--- src/rtl/world_hour_setter.sv ---
// Hour edit path for the world-time display: edits the hour as shown for the
// selected city and converts it back to home time as a one-cycle load.
module world_hour_setter #(
   parameter logic [4:0] OFS0      = 5'd0,
   parameter logic [4:0] OFS1      = 5'd23,
   parameter logic [4:0] OFS2      = 5'd15,
   parameter logic [4:0] OFS3      = 5'd10,
   parameter int         TIMEOUT   = 50000,
   parameter int         BLINK_DIV = 5000
) (
   input  logic       CLK,
   input  logic       RESETN,
   input  logic       SET_KEY,
   input  logic       UP_KEY,
   input  logic       DOWN_KEY,
   input  logic [2:0] W_COUNT,
   input  logic [6:0] HOUR_CUR,
   output logic       EDIT,
   output logic       BLINK,
   output logic [3:0] HOUR_E10,
   output logic [3:0] HOUR_E1,
   output logic [6:0] HOUR_LOAD,
   output logic       LOAD
);

   localparam logic [1:0] ST_IDLE   = 2'd0;
   localparam logic [1:0] ST_EDIT   = 2'd1;
   localparam logic [1:0] ST_COMMIT = 2'd2;

   localparam int TW = $clog2(TIMEOUT + 1);
   localparam int BW = $clog2(BLINK_DIV + 1);
   localparam logic [TW-1:0] TO_LAST = TW'(TIMEOUT - 1);
   localparam logic [BW-1:0] BL_LAST = BW'(BLINK_DIV - 1);

   logic [1:0]    state;
   logic [4:0]    e_hour;
   logic [2:0]    city;
   logic [TW-1:0] to_cnt;
   logic [BW-1:0] blink_cnt;
   logic [2:0]    sync_a, sync_b, sync_prev, pulse;
   logic          set_p, up_p, down_p;
   logic [4:0]    hour_home, world_live, disp;

   function automatic logic [4:0] ofs_of(input logic [2:0] idx);
      case (idx)
         3'd0:    ofs_of = OFS0;
         3'd1:    ofs_of = OFS1;
         3'd2:    ofs_of = OFS2;
         3'd3:    ofs_of = OFS3;
         default: ofs_of = 5'd0;
      endcase
   endfunction

   // Inputs never exceed 47, so one conditional subtraction is enough.
   function automatic logic [4:0] mod24(input logic [5:0] v);
      logic [5:0] t;
      t = v - 6'd24;
      mod24 = (v >= 6'd24) ? t[4:0] : v[4:0];
   endfunction

   // Two-stage synchroniser plus edge detector: one pulse per press, however long held.
   always_ff @(posedge CLK or negedge RESETN) begin
      if (!RESETN) begin
         sync_a    <= 3'b000;
         sync_b    <= 3'b000;
         sync_prev <= 3'b000;
      end else begin
         sync_a    <= {SET_KEY, UP_KEY, DOWN_KEY};
         sync_b    <= sync_a;
         sync_prev <= sync_b;
      end
   end

   assign pulse  = sync_b & ~sync_prev;
   assign set_p  = pulse[2];
   assign up_p   = pulse[1];
   assign down_p = pulse[0];

   assign hour_home  = (HOUR_CUR > 7'd23) ? 5'd0 : HOUR_CUR[4:0];
   assign world_live = mod24({1'b0, hour_home} + {1'b0, ofs_of(W_COUNT)});

   always_ff @(posedge CLK or negedge RESETN) begin
      if (!RESETN) begin
         state     <= ST_IDLE;
         EDIT      <= 1'b0;
         BLINK     <= 1'b0;
         LOAD      <= 1'b0;
         HOUR_LOAD <= 7'd0;
         e_hour    <= 5'd0;
         city      <= 3'd0;
         to_cnt    <= '0;
         blink_cnt <= '0;
      end else begin
         LOAD <= 1'b0;
         case (state)
            ST_IDLE: begin
               if (set_p) begin
                  e_hour    <= world_live;
                  city      <= W_COUNT;
                  state     <= ST_EDIT;
                  EDIT      <= 1'b1;
                  BLINK     <= 1'b1;
                  blink_cnt <= '0;
                  to_cnt    <= '0;
               end
            end
            ST_EDIT: begin
               if (blink_cnt == BL_LAST) begin
                  blink_cnt <= '0;
                  BLINK     <= ~BLINK;
               end else begin
                  blink_cnt <= blink_cnt + BW'(1);
               end
               // Leaving EDIT overrides the blink update above.
               if (set_p) begin
                  state     <= ST_COMMIT;
                  EDIT      <= 1'b0;
                  BLINK     <= 1'b0;
                  blink_cnt <= '0;
                  LOAD      <= 1'b1;
                  HOUR_LOAD <= {2'b00, mod24({1'b0, e_hour} + 6'd24 - {1'b0, ofs_of(city)})};
               end else if (up_p || down_p) begin
                  to_cnt <= '0;
                  if (up_p && !down_p)
                     e_hour <= (e_hour == 5'd23) ? 5'd0 : e_hour + 5'd1;
                  else if (down_p && !up_p)
                     e_hour <= (e_hour == 5'd0) ? 5'd23 : e_hour - 5'd1;
               end else if (to_cnt == TO_LAST) begin
                  state     <= ST_IDLE;
                  EDIT      <= 1'b0;
                  BLINK     <= 1'b0;
                  blink_cnt <= '0;
               end else begin
                  to_cnt <= to_cnt + TW'(1);
               end
            end
            ST_COMMIT: state <= ST_IDLE;
            default:   state <= ST_IDLE;
         endcase
      end
   end

   assign disp = EDIT ? e_hour : world_live;

   always_comb begin
      logic [4:0] diff;
      HOUR_E10 = 4'd0;
      diff     = disp;
      if (disp >= 5'd20) begin
         HOUR_E10 = 4'd2;
         diff     = disp - 5'd20;
      end else if (disp >= 5'd10) begin
         HOUR_E10 = 4'd1;
         diff     = disp - 5'd10;
      end
      HOUR_E1 = diff[3:0];
   end

endmodule

--- config.mk ---
export PLATFORM = sky130hd
export DESIGN_NAME = world_hour_setter
export DESIGN_NICKNAME = d
export VERILOG_FILES = /design/src/rtl/world_hour_setter.sv
export SDC_FILE = /design/constraint.sdc
export NUM_CORES = 1
export LEC_CHECK = 0
export ABC_AREA = 1
export BUFFER_PORTS_ARGS = -buffer_cell sky130_fd_sc_hd__clkbuf_2
export CAP_MARGIN = 25
export CELL_PAD_IN_SITES_DETAIL_PLACEMENT = 0
export CELL_PAD_IN_SITES_GLOBAL_PLACEMENT = 1
export CORE_MARGIN = 5
export CORE_UTILIZATION = 44
export CTS_CLUSTER_DIAMETER = 120
export CTS_CLUSTER_SIZE = 10
export DETAILED_ROUTE_END_ITERATION = 10
export GPL_TIMING_DRIVEN = 1
export PLACE_DENSITY_LB_ADDON = 0.1
export SLEW_MARGIN = 20
export SYNTH_ARGS = -nofsm -noshare
export SYNTH_HDL_FRONTEND = slang
export SYNTH_SLANG_ARGS = --single-unit
--- constraint.sdc ---
create_clock -name CLK -period 3.3 [get_ports CLK]
set_clock_uncertainty 0.2 [all_clocks]
set_input_delay 0 -clock CLK [delete_from_list [all_inputs] [get_ports CLK]]
set_output_delay 0 -clock CLK [all_outputs]
set_load 0.005 [all_outputs]
==> key figures, run 1 <==
Run status
  – Outcome: completed

Timing
  – Final Slew Violations: 0
  – Max_slew headroom: 0.508
  – Final period utilization: 0.911
  – Worst Tran Pin Value: 0.738 ns
  – Setup-failing EPs final: 0
  – RSZ-0062 raised after global routing: no
  – Min cycle time layout: 3.01 ns
  – Fmax: 333 MHz
  – Final Hold Fails: 0
  – Final hold slack: 0.131 ns
  – Final setup TNS: 0 ns

Placed design
  – Port Buf Inserts: 28
  – Hpwl dp: 6600 µm
  – Final Wtd Congestion: 0.853

Synth
  – Synthesized instance count: 525
  – Yosys top cell by area: dfrtp_1
  – Area fraction of the dominant cell type after synthesis: 0.364
  – Yosys warns: 0
  – Most common cell in the netlist: nand2_1
  – Post-synthesis cell type count: 39
  – Post-synth EDFFs: 0
  – Synth Cell Area: 3850 µm²
  – Largest cells by area after synthesis: dfrtp_1 36%, nand2_1 12%, inv_1 8.1%
  – Async set-or-reset flop fraction in the synthesized netlist: 1.00
  – Most used flip-flop cell after synthesis: dfrtp_1
  – Most frequent cells after synthesis: 118 x nand2_1, 83 x inv_1, 59 x nand3_1
  – Register area share after synthesis: 0.364
  – Yosys reg bits: 56
  – Avg Synthesized Cell Area: 7.34 µm²

Route
  – Drt pass-1 iters: 4
  – Routed Wire Length: 8700 µm
  – DR vias: 3399
  – Vias/cell: 5.08
  – Drt drc: 0
  – Iteration-0 DRC Markers: 137
  – Final ANT Viol Nets: 0
  – WL/cell: 13.0 µm

Worst hold path
  – Worst Hold Class: in2reg

Layout
  – Area delta synth->final: 10.7%
  – Layout cell share with drive strength beyond 1: 0.103
  – Fillers: 877
  – Nets: 600
  – Antenna diodes: 0

Floorplanning
  – Full die area: 10700 µm²
  – I/O pin cnt: 33
  – Row cnt: 34
  – Die height: 104 µm
  – Starting Density: 0.446
  – Core Region: 8640 µm²
  – Die W: 104 µm

Setup path
  – Required time worst endpoint: 3.10 ns
  – Crit path launch type: input port
  – Crit end category: output port
  – CP Max Fanout: 6
  – Critical path class: in2out
  – Arr. time, crit path: 2.81 ns

Clock tree
  – H-tree depth: 2
  – Root Driver: clkbuf_8
  – Number of buffers created by CTS: 5
  – CTS tree: built
  – Hold buffer count at cts: 7
  – Clk sinks: 56
  – Clock transition at path regs: 0.10 ns
  – Clock Latency Late Sink: 0.31 ns
  – Post-CTS resize count: 0
  – Post-CTS Setup Bufs: 0
  – Buffer depth of the longest clock path: 2

Global route
  – Initial antenna violation count: 0
  – Number of global-route vias before repair: 3290
  – Global-route wire length before repair: 15200 µm
  – Largest net degree at the start of global routing: 57
  – GRT Residual Overflow: 0
  – GRT Util Overall: 0.165

Pwr
  – Leak pwr: 2.16 nW
  – Pwr Density: 640 nW/µm²
  – Worst VDD drop: 0.000236 V

Run
  – Max Cap Violations: 0
-- placed cells by master (no fill, tap or decap), types with 2 or more instances in the layout --
| cell | Yosys | layout |
|---|---|---|
| a21oi_1 | 12 | 12 |
| a22oi_1 | 8 | 8 |
| a31oi_1 | 2 | 2 |
| buf_4 | 4 | 2 |
| clkbuf_2 | 0 | 28 |
| clkbuf_8 | 0 | 7 |
| conb_1 | 1 | 4 |
| dfrtp_1 | 56 | 56 |
| dlygate4sd3_1 | 0 | 7 |
| fa_1 | 2 | 2 |
| ha_1 | 23 | 23 |
| inv_1 | 83 | 83 |
| inv_2 | 6 | 6 |
| nand2_1 | 118 | 118 |
| nand2_2 | 2 | 2 |
| nand3_1 | 59 | 59 |
| nand3_2 | 3 | 3 |
| nand4_1 | 2 | 2 |
| nor2_1 | 46 | 46 |
| nor3_1 | 16 | 16 |
| nor4_1 | 4 | 4 |
| nor4_2 | 2 | 2 |
| o211ai_1 | 2 | 2 |
| o21ai_0 | 24 | 24 |
| o21ai_1 | 10 | 10 |
| o221ai_1 | 2 | 2 |
| o22ai_1 | 6 | 6 |
| xnor2_1 | 4 | 4 |
| xor2_1 | 10 | 10 |
-- cell families after synthesis --
kind of cell | synth area share
adder cells (fa/ha/maj) | 0.0851
flip-flops | 0.364
XOR/XNOR | 0.0318
AO/OA/AOI/OAI | 0.109
AND/OR/NAND/NOR | 0.299
buffers and inverters | 0.109
other | 0.000974
-- state kept, by name, indices dropped and copies added (netlist names), 3 cells and up --
| signal | count |
|---|---|
| to_cnt | 16 |
| blink_cnt | 13 |
| HOUR_LOAD | 5 |
| e_hour | 5 |
| city | 3 |
| sync_a | 3 |
| sync_b | 3 |
| sync_prev | 3 |
-- area by class of cell --
class                           instances  area, µm²  area share
Multi-Input combinational cell        371       2040       0.479
Sequential cell                        56       1400       0.329
Inverter                               89        334      0.0784
Timing Repair Buffer                   37        225      0.0528
Tap cell                              108        135      0.0317
Clock buffer                            7       96.3      0.0226
Clock inverter                          1       30.0     0.00705
-- report_power, final --
part | switching, mW | total, mW | internal (mW)
Combinational | 0.817 | 1.33 | 0.515
Clock | 0.236 | 0.504 | 0.268
Sequential | 0.0976 | 0.891 | 0.793
-- worst max-delay path: stages --
cell      delay [ns]
clkbuf_2        0.09
nor3_1          0.36
a21o_1          0.16
ha_1            0.19
inv_1           0.07
fa_1            0.40
inv_1           0.09
nand2_1         0.05
nand2_1         0.06
nand3_1         0.07
nand2_1         0.11
nand3_1         0.11
nand3_1         0.12
nand2_1         0.08
ha_1            0.19
a21oi_1         0.12
nand3_1         0.10
nand2_2         0.12
nand2_1         0.08
nand2_1         0.06
nand2_1         0.05
clkbuf_2        0.11
-- through the flow --
stage	total power [mW]	instances	setup WS [ns]	cell area, µm²	util
after floorplan	1.90	528	0.795	3860	-
after global routing	3.00	669	0.0199	4260	0.493
after detailed placement	2.25	654	0.312	4070	0.471
after CTS	2.77	669	0.319	4260	0.493
after global placement	2.22	654	0.439	4070	0.471
final	2.73	669	0.293	4260	0.493
-- path summary, 6_finish.rpt --
| kind | startpoint | end | slack (ns) | depth (start not counted) |
|---|---|---|---|---|
| worst min-delay path | SET_KEY | sync_a[2] | 0.13 | 2 |
| min in group asynchronous | RESETN | e_hour[4] | 0.15 | 3 |
| worst max register to register | city[1] | HOUR_LOAD[4] | 0.52 | 14 |
| max in group asynchronous | RESETN | to_cnt[3] | 2.25 | 3 |
| worst min register to register | sync_a[2] | sync_b[2] | 0.16 | 0 |
| worst max-delay path | W_COUNT[1] | HOUR_E1[1] | 0.29 | 22 |
-- per-layer routing --
metal  part of all wire  GRT usage  up-vias
li1                   -          -     1769
met1               0.49      0.221     1594
met2               0.48      0.282       34
met3              0.029     0.0274        2
met4             0.0036     0.0319        0
met5                  0          0        -
Power figures use the tool's default switching activity.
==> run 2: changes to the inputs <==
--- a/config.mk
+++ b/config.mk
@@ -10,6 +10,7 @@
 export CAP_MARGIN = 25
 export CELL_PAD_IN_SITES_DETAIL_PLACEMENT = 0
 export CELL_PAD_IN_SITES_GLOBAL_PLACEMENT = 1
+export CORE_ASPECT_RATIO = 1.4
 export CORE_MARGIN = 5
 export CORE_UTILIZATION = 44
 export CTS_CLUSTER_DIAMETER = 120
==> run 2 against run 1 <==
Net effect: power up 4.9%; wire length is 2.6% higher; cell count unchanged; first-iteration DRC count down 13%; via count is 1.9% higher; register-to-register slack better by 0.05 ns; sequential power about the same; flip-flop and latch count is the same; largest cell class unchanged; largest power group unchanged; highest routed layer unchanged.
==> key figures, run 2 (same netlist as run 1, synthesis figures left out) <==
Route
  – Final ANT Viol Nets: 0 (unchanged)
  – DR vias: 3465 (+1.9%)
  – Vias/cell: 5.18 (+1.9%)
  – WL/cell: 13.3 µm (+2.6%)
  – Drt drc: 0 (unchanged)
  – Routed Wire Length: 8930 µm (+2.6%)
  – Iteration-0 DRC Markers: 119 (-13%)
  – Drt pass-1 iters: 5 (+1)

Clock tree
  – Post-CTS resize count: 0 (unchanged)
  – H-tree depth: 2 (unchanged)
  – Clock Latency Late Sink: 0.30 ns (about the same)
  – CTS tree: built
  – Root Driver: clkbuf_16
  – Clock transition at path regs: 0.08 ns (-0.02 ns)
  – Post-CTS Setup Bufs: 0 (unchanged)
  – Number of buffers created by CTS: 5 (unchanged)
  – Buffer depth of the longest clock path: 2 (unchanged)
  – Clk sinks: 56 (unchanged)

Placed design
  – Pre-CTS setup slack: 0.345 ns (+0.0329 ns)
  – Final Wtd Congestion: 0.821 (-3.8%)
  – Hpwl dp: 6940 µm (+5.2%)
  – Port Buf Inserts: 28 (unchanged)

Floorplanning
  – Die W: 89.1 µm (-14%)
  – Die height: 121 µm (+17%)
  – Row cnt: 40 (+18%)
  – Starting Density: 0.450 (+0.00404)
  – Full die area: 10800 µm² (+0.25%)
  – Core Region: 8560 µm² (-0.90%)
  – I/O pin cnt: 33 (unchanged)

Pwr
  – Worst VDD drop: 0.000415 V (+76%)
  – Leak pwr: 2.20 nW (+1.6%)
  – Pwr Density: 661 nW/µm² (+3.3%)

Setup path
  – Crit path to: HOUR_E1[1]
  – Crit path launch type: input port
  – Arr. time, crit path: 2.75 ns (-0.06 ns)
  – Critical path class: in2out
  – CP startpoint: W_COUNT[2]
  – Required time worst endpoint: 3.10 ns (about the same)
  – CP Max Fanout: 6 (unchanged)
  – FF-to-FF Start: city[1]
  – R2R depth: 14 (unchanged)
  – R2R setup slack: 0.57 ns (+0.05 ns)
  – Reg-to-reg endpoint: HOUR_LOAD[4]
  – Crit end category: output port

Run status
  – Outcome: completed

Layout
  – Nets: 603 (+0.50%)
  – Commonest non-fill, non-tap cell in the layout: nand2_1
  – Max FFs per register: 16 (unchanged)
  – Area delta synth->final: 12.3%
  – Antenna diodes: 0 (unchanged)
  – Commonest cells after routing, fill and taps aside: 118 x nand2_1, 83 x inv_1, 59 x nand3_1
  – Top Registers: to_cnt (16), blink_cnt (13)
  – Layout cell share with drive strength beyond 1: 0.108 (+0.00477)
  – Top reg by flops: to_cnt

Timing
  – Fmax: 339 MHz (+1.8%)
  – Final Slew Violations: 0 (unchanged)
  – RSZ-0062 raised after global routing: no
  – Setup-failing EPs final: 0 (unchanged)
  – Min cycle time layout: 2.95 ns (-0.0540 ns)
  – Final worst setup slack: 0.347 ns (+0.0540 ns)
  – Final Hold Fails: 0 (unchanged)
  – Worst Tran Pin Value: 0.636 ns (-0.101 ns)
  – Final period utilization: 0.895 (-0.0164)
  – Max_slew headroom: 0.574 (+0.0659)
  – Final setup TNS: 0 ns (unchanged)

Global route
  – Global-route wire length before repair: 15600 µm (+2.5%)
  – Initial antenna violation count: 0 (unchanged)
  – GRT Util Overall: 0.182 (+0.0166)
  – GRT Residual Overflow: 0 (unchanged)
  – Number of global-route vias before repair: 3501 (+6.4%)
  – Largest net degree at the start of global routing: 30 (-47%)

Run
  – Max Cap Violations: 0 (unchanged)

Worst hold path
  – Worst Hold Class: in2async
[run 2: metal layers]
| metal | up-vias | global-route usage | wire length [µm] |
|---|---|---|---|
| li1 | 1777 | - | - |
| met1 | 1627 | 0.213 | 3740 |
| met2 | 51 | 0.333 | 4820 |
| met3 | 10 | 0.0266 | 229 |
| met4 | 0 | 0.0559 | 138 |
| met5 | - | 0 | 0 |
[run 2: worst max-delay path, stage by stage]
cell and delay [ns]:
clkbuf_2 0.11, nor3_1 0.29, a21o_1 0.15, ha_1 0.19
inv_1 0.07, fa_1 0.41, inv_1 0.09, nand2_1 0.05
nand2_1 0.06, nand3_1 0.08, nand2_1 0.11, nand3_1 0.10
nand3_1 0.13, nand2_1 0.08, ha_1 0.20, a21oi_1 0.12
nand3_1 0.10, nand2_2 0.13, nand2_1 0.08, nand2_1 0.06
nand2_1 0.05, clkbuf_2 0.10
[run 2: worst min-delay path by stage]
stage | startpoint | to | slack, ns | depth (start not counted)
after floorplan | RESETN | BLINK | -0.50 | 0
after CTS | RESETN | e_hour[1] | 0.03 | 2
after global placement | RESETN | blink_cnt[9] | -0.19 | 1
after detailed placement | RESETN | blink_cnt[11] | -0.19 | 1
after global routing | RESETN | blink_cnt[12] | 0.06 | 2
final | RESETN | e_hour[1] | 0.01 | 2
[run 2: through the flow]
stage                     hold WS, ns  area [µm²]  std cells  utilization  total power, mW
final                          0.0109        4330        669        0.506             2.86
after CTS                      0.0302        4330        669        0.506             2.90
after global routing           0.0612        4330        669        0.506             3.14
after floorplan                -0.496        3860        528            -             1.90
after global placement         -0.190        4080        654        0.477             2.24
after detailed placement       -0.191        4080        654        0.477             2.26
[run 2: cell type report]
| class | count | area, µm² |
|---|---|---|
| Fill cell | 881 | 4230 |
| Sequential cell | 56 | 1400 |
| Timing Repair Buffer | 40 | 248 |
| Inverter | 89 | 334 |
| Tap cell | 105 | 131 |
| Clock buffer | 5 | 125 |
| Multi-Input combinational cell | 371 | 2040 |
| Clock inverter | 3 | 47.5 |
[run 2: where the power goes]
group / internal (mW) / leakage, nW / switching [mW] / total [mW]
clock: 0.362 / 0.0840 / 0.266 / 0.627
sequential: 0.794 / 0.735 / 0.0955 / 0.889
combinational: 0.527 / 1.38 / 0.817 / 1.34
total: 1.68 / 2.20 / 1.18 / 2.86
[run 2: repair_timing]
item / in CTS / in global routing
endpoints found under the setup margin: 0 / 0
hold buffers: 7 / 0
hold endpoints to repair: 53 / 0
==> run 3: changes to the inputs <==
--- a/config.mk
+++ b/config.mk
@@ -17,8 +17,9 @@
 export CTS_CLUSTER_SIZE = 10
 export DETAILED_ROUTE_END_ITERATION = 10
 export GPL_TIMING_DRIVEN = 1
+export MAX_ROUTING_LAYER = met4
 export PLACE_DENSITY_LB_ADDON = 0.1
-export SLEW_MARGIN = 20
+export SLEW_MARGIN = 10
 export SYNTH_ARGS = -nofsm -noshare
 export SYNTH_HDL_FRONTEND = slang
 export SYNTH_SLANG_ARGS = --single-unit
==> run 3 against run 2 <==
Net effect: wire length is essentially flat; combinational power is essentially flat; first-iteration DRC count is 6.7% lower; critical path type unchanged.
==> key figures, run 3 (same netlist as run 1, synthesis figures left out) <==
Setup path
  – Top Family by Delay on Critical Path: simple AND/OR/NAND/NOR gates
  – R2R depth: 14 (unchanged)
  – Arr. time, crit path: 2.76 ns (about the same)
  – Crit path launch type: input port
  – Crit-path cells: clkbuf_2 -> nor3_1 -> a21o_1 -> ha_1 -> inv_1 -> fa_1 -> inv_1 -> nand2_1 -> nand2_1 -> nand3_1 -> nand2_1 -> nand3_1 -> nand3_1 -> nand2_1 -> ha_1 -> a21oi_1 -> nand3_1 -> nand2_2 -> nand2_1 -> nand2_1 -> nand2_1 -> clkbuf_2
  – CP Buf/Inv Count: 4 (unchanged)
  – Crit end category: output port
  – R2R setup slack: 0.58 ns (about the same)
  – CP Max Fanout: 6 (unchanged)
  – CP max stage delay: 0.41 ns (about the same)
  – FF-to-FF Start: city[1]
  – Critical path class: in2out
  – CP max-delay cell: fa_1
  – Total stage count of the critical path: 22 (unchanged)
  – Required time worst endpoint: 3.10 ns (about the same)
  – Reg-to-reg endpoint: HOUR_LOAD[4]
  – Most frequent CP cell: nand2_1

Global route
  – GRT Util Overall: 0.187 (+0.00514)
  – Initial antenna violation count: 0 (unchanged)
  – Number of global-route vias before repair: 3494 (-0.20%)
  – Largest net degree at the start of global routing: 30 (unchanged)
  – GRT Residual Overflow: 0 (unchanged)
  – Global-route wire length before repair: 15600 µm (+0.13%)

Timing
  – Max_slew headroom: 0.572 (-0.00211)
  – Final Hold Fails: 0 (unchanged)
  – Min cycle time layout: 2.96 ns (+0.00263 ns)
  – Final setup TNS: 0 ns (unchanged)
  – Worst Tran Pin Value: 0.639 ns (+0.00315 ns)
  – RSZ-0062 raised after global routing: no
  – Fmax: 338 MHz (about the same)
  – Setup-failing EPs final: 0 (unchanged)
  – Final Slew Violations: 0 (unchanged)
  – Final period utilization: 0.896 (about the same)

Route
  – Drt drc: 0 (unchanged)
  – Met3 WL: 214 µm (-6.6%)
  – Final ANT Viol Nets: 0 (unchanged)
  – Routed Wire Length: 8930 µm (about the same)
  – DR top layer: met4
  – Met2 wire len: 4820 µm (unchanged)
  – WL/cell: 13.4 µm (about the same)
  – Post-Route M1 WL: 3760 µm (+0.64%)
  – DR vias: 3463 (-0.058%)
  – Drt pass-1 iters: 5 (unchanged)
  – Iteration-0 DRC Markers: 111 (-6.7%)
  – Vias/cell: 5.18 (about the same)

Clock tree
  – H-tree depth: 2 (unchanged)
  – Buffer depth of the longest clock path: 2 (unchanged)
  – Number of buffers created by CTS: 5 (unchanged)
  – Clk sinks: 56 (unchanged)
  – CTS tree: built
  – Clock Latency Late Sink: 0.30 ns (about the same)
  – Clock transition at path regs: 0.08 ns (about the same)
  – Root Driver: clkbuf_16

Placed design
  – DP Cell Count: 654 (unchanged)
  – Hpwl dp: 6940 µm (unchanged)
  – Final Wtd Congestion: 0.834 (+1.5%)
  – Port Buf Inserts: 28 (unchanged)

Layout
  – Fillers: 881 (unchanged)
  – Top reg by flops: to_cnt
  – Reg area: 1400 µm² (unchanged)
  – Top Registers: to_cnt (16), blink_cnt (13)
  – Layout cell share with drive strength beyond 1: 0.108 (unchanged)
  – Antenna diodes: 0 (unchanged)
  – Post-route insts no fill: 669 (unchanged)
  – Multi-input logic area: 2040 µm² (unchanged)
  – Max FFs per register: 16 (unchanged)
  – Area delta synth->final: 12.3% (unchanged)
  – Nets: 603 (unchanged)
  – Commonest cells after routing, fill and taps aside: 118 x nand2_1, 83 x inv_1, 59 x nand3_1
  – Commonest non-fill, non-tap cell in the layout: nand2_1

Floorplanning
  – Core Region: 8560 µm² (unchanged)
  – Starting Density: 0.450 (unchanged)
  – Full die area: 10800 µm² (unchanged)
  – Die height: 121 µm (unchanged)
  – Row cnt: 40 (unchanged)
  – I/O pin cnt: 33 (unchanged)
  – Die W: 89.1 µm (unchanged)

Pwr
  – Pwr Density: 661 nW/µm² (about the same)
  – Tot Pwr: 2.86 mW (about the same)
  – Worst VDD drop: 0.000415 V (+0.14%)
  – Leak pwr: 2.20 nW (unchanged)

Run
  – Max Cap Violations: 0 (unchanged)

Worst hold path
  – Worst Hold Class: in2async

Run status
  – Outcome: completed
[run 3: worst max-delay path by stage]
stage,start,to
final,W_COUNT[2],HOUR_E1[1]
after CTS,W_COUNT[2],HOUR_E1[1]
after detailed placement,W_COUNT[2],HOUR_E1[1]
after global placement,W_COUNT[1],HOUR_E1[1]
after global routing,W_COUNT[2],HOUR_E1[2]
after floorplan,W_COUNT[1],HOUR_E1[1]
[run 3: through the flow]
step	cell area, µm²	hold slack [ns]	util	setup WS, ns
after CTS	4330	0.0302	0.506	0.349
final	4330	0.0114	0.506	0.344
after floorplan	3860	-0.496	-	0.795
after global routing	4330	0.0612	0.506	0.00423
after global placement	4080	-0.190	0.477	0.436
after detailed placement	4080	-0.191	0.477	0.345
[run 3: cell type report]
class,instances,area share
Tap cell,105,0.0304
Inverter,89,0.0772
Multi-Input combinational cell,371,0.471
Timing Repair Buffer,40,0.0573
Sequential cell,56,0.324
Clock buffer,5,0.0289
Clock inverter,3,0.0110
[run 3: worst reg2reg max path, cell delays in order (launching register included)]
cell     delay (ns)
dfrtp_1        0.35
inv_1          0.05
nor2_1         0.22
inv_1          0.06
o21ai_0        0.22
inv_1          0.07
ha_1           0.32
fa_1           0.47
nand3_1        0.11
nand2_1        0.06
xor2_1         0.20
nand2_1        0.08
nand2_1        0.06
inv_1          0.03
o21ai_0        0.13
[run 3: timing repair]
item | 4_1_cts | 5_1_grt
endpoints found under the hold margin | 53 | 0
endpoints found under the setup margin | 0 | 0
gates resized for setup | 0 | 0
hold buffers | 7 | 0
buffers inserted | 0 | 0
[run 3: where the power goes]
part           internal (mW)  switching, mW
Sequential             0.794         0.0958
Combinational          0.527          0.818
Clock                  0.362          0.265
Total                   1.68           1.18
[run 3: layer usage]
layer / vias up / GRT usage
li1: 1777 / -
met1: 1630 / 0.214
met2: 45 / 0.333
met3: 11 / 0.0266
met4: 0 / 0.0559
met5: - / -
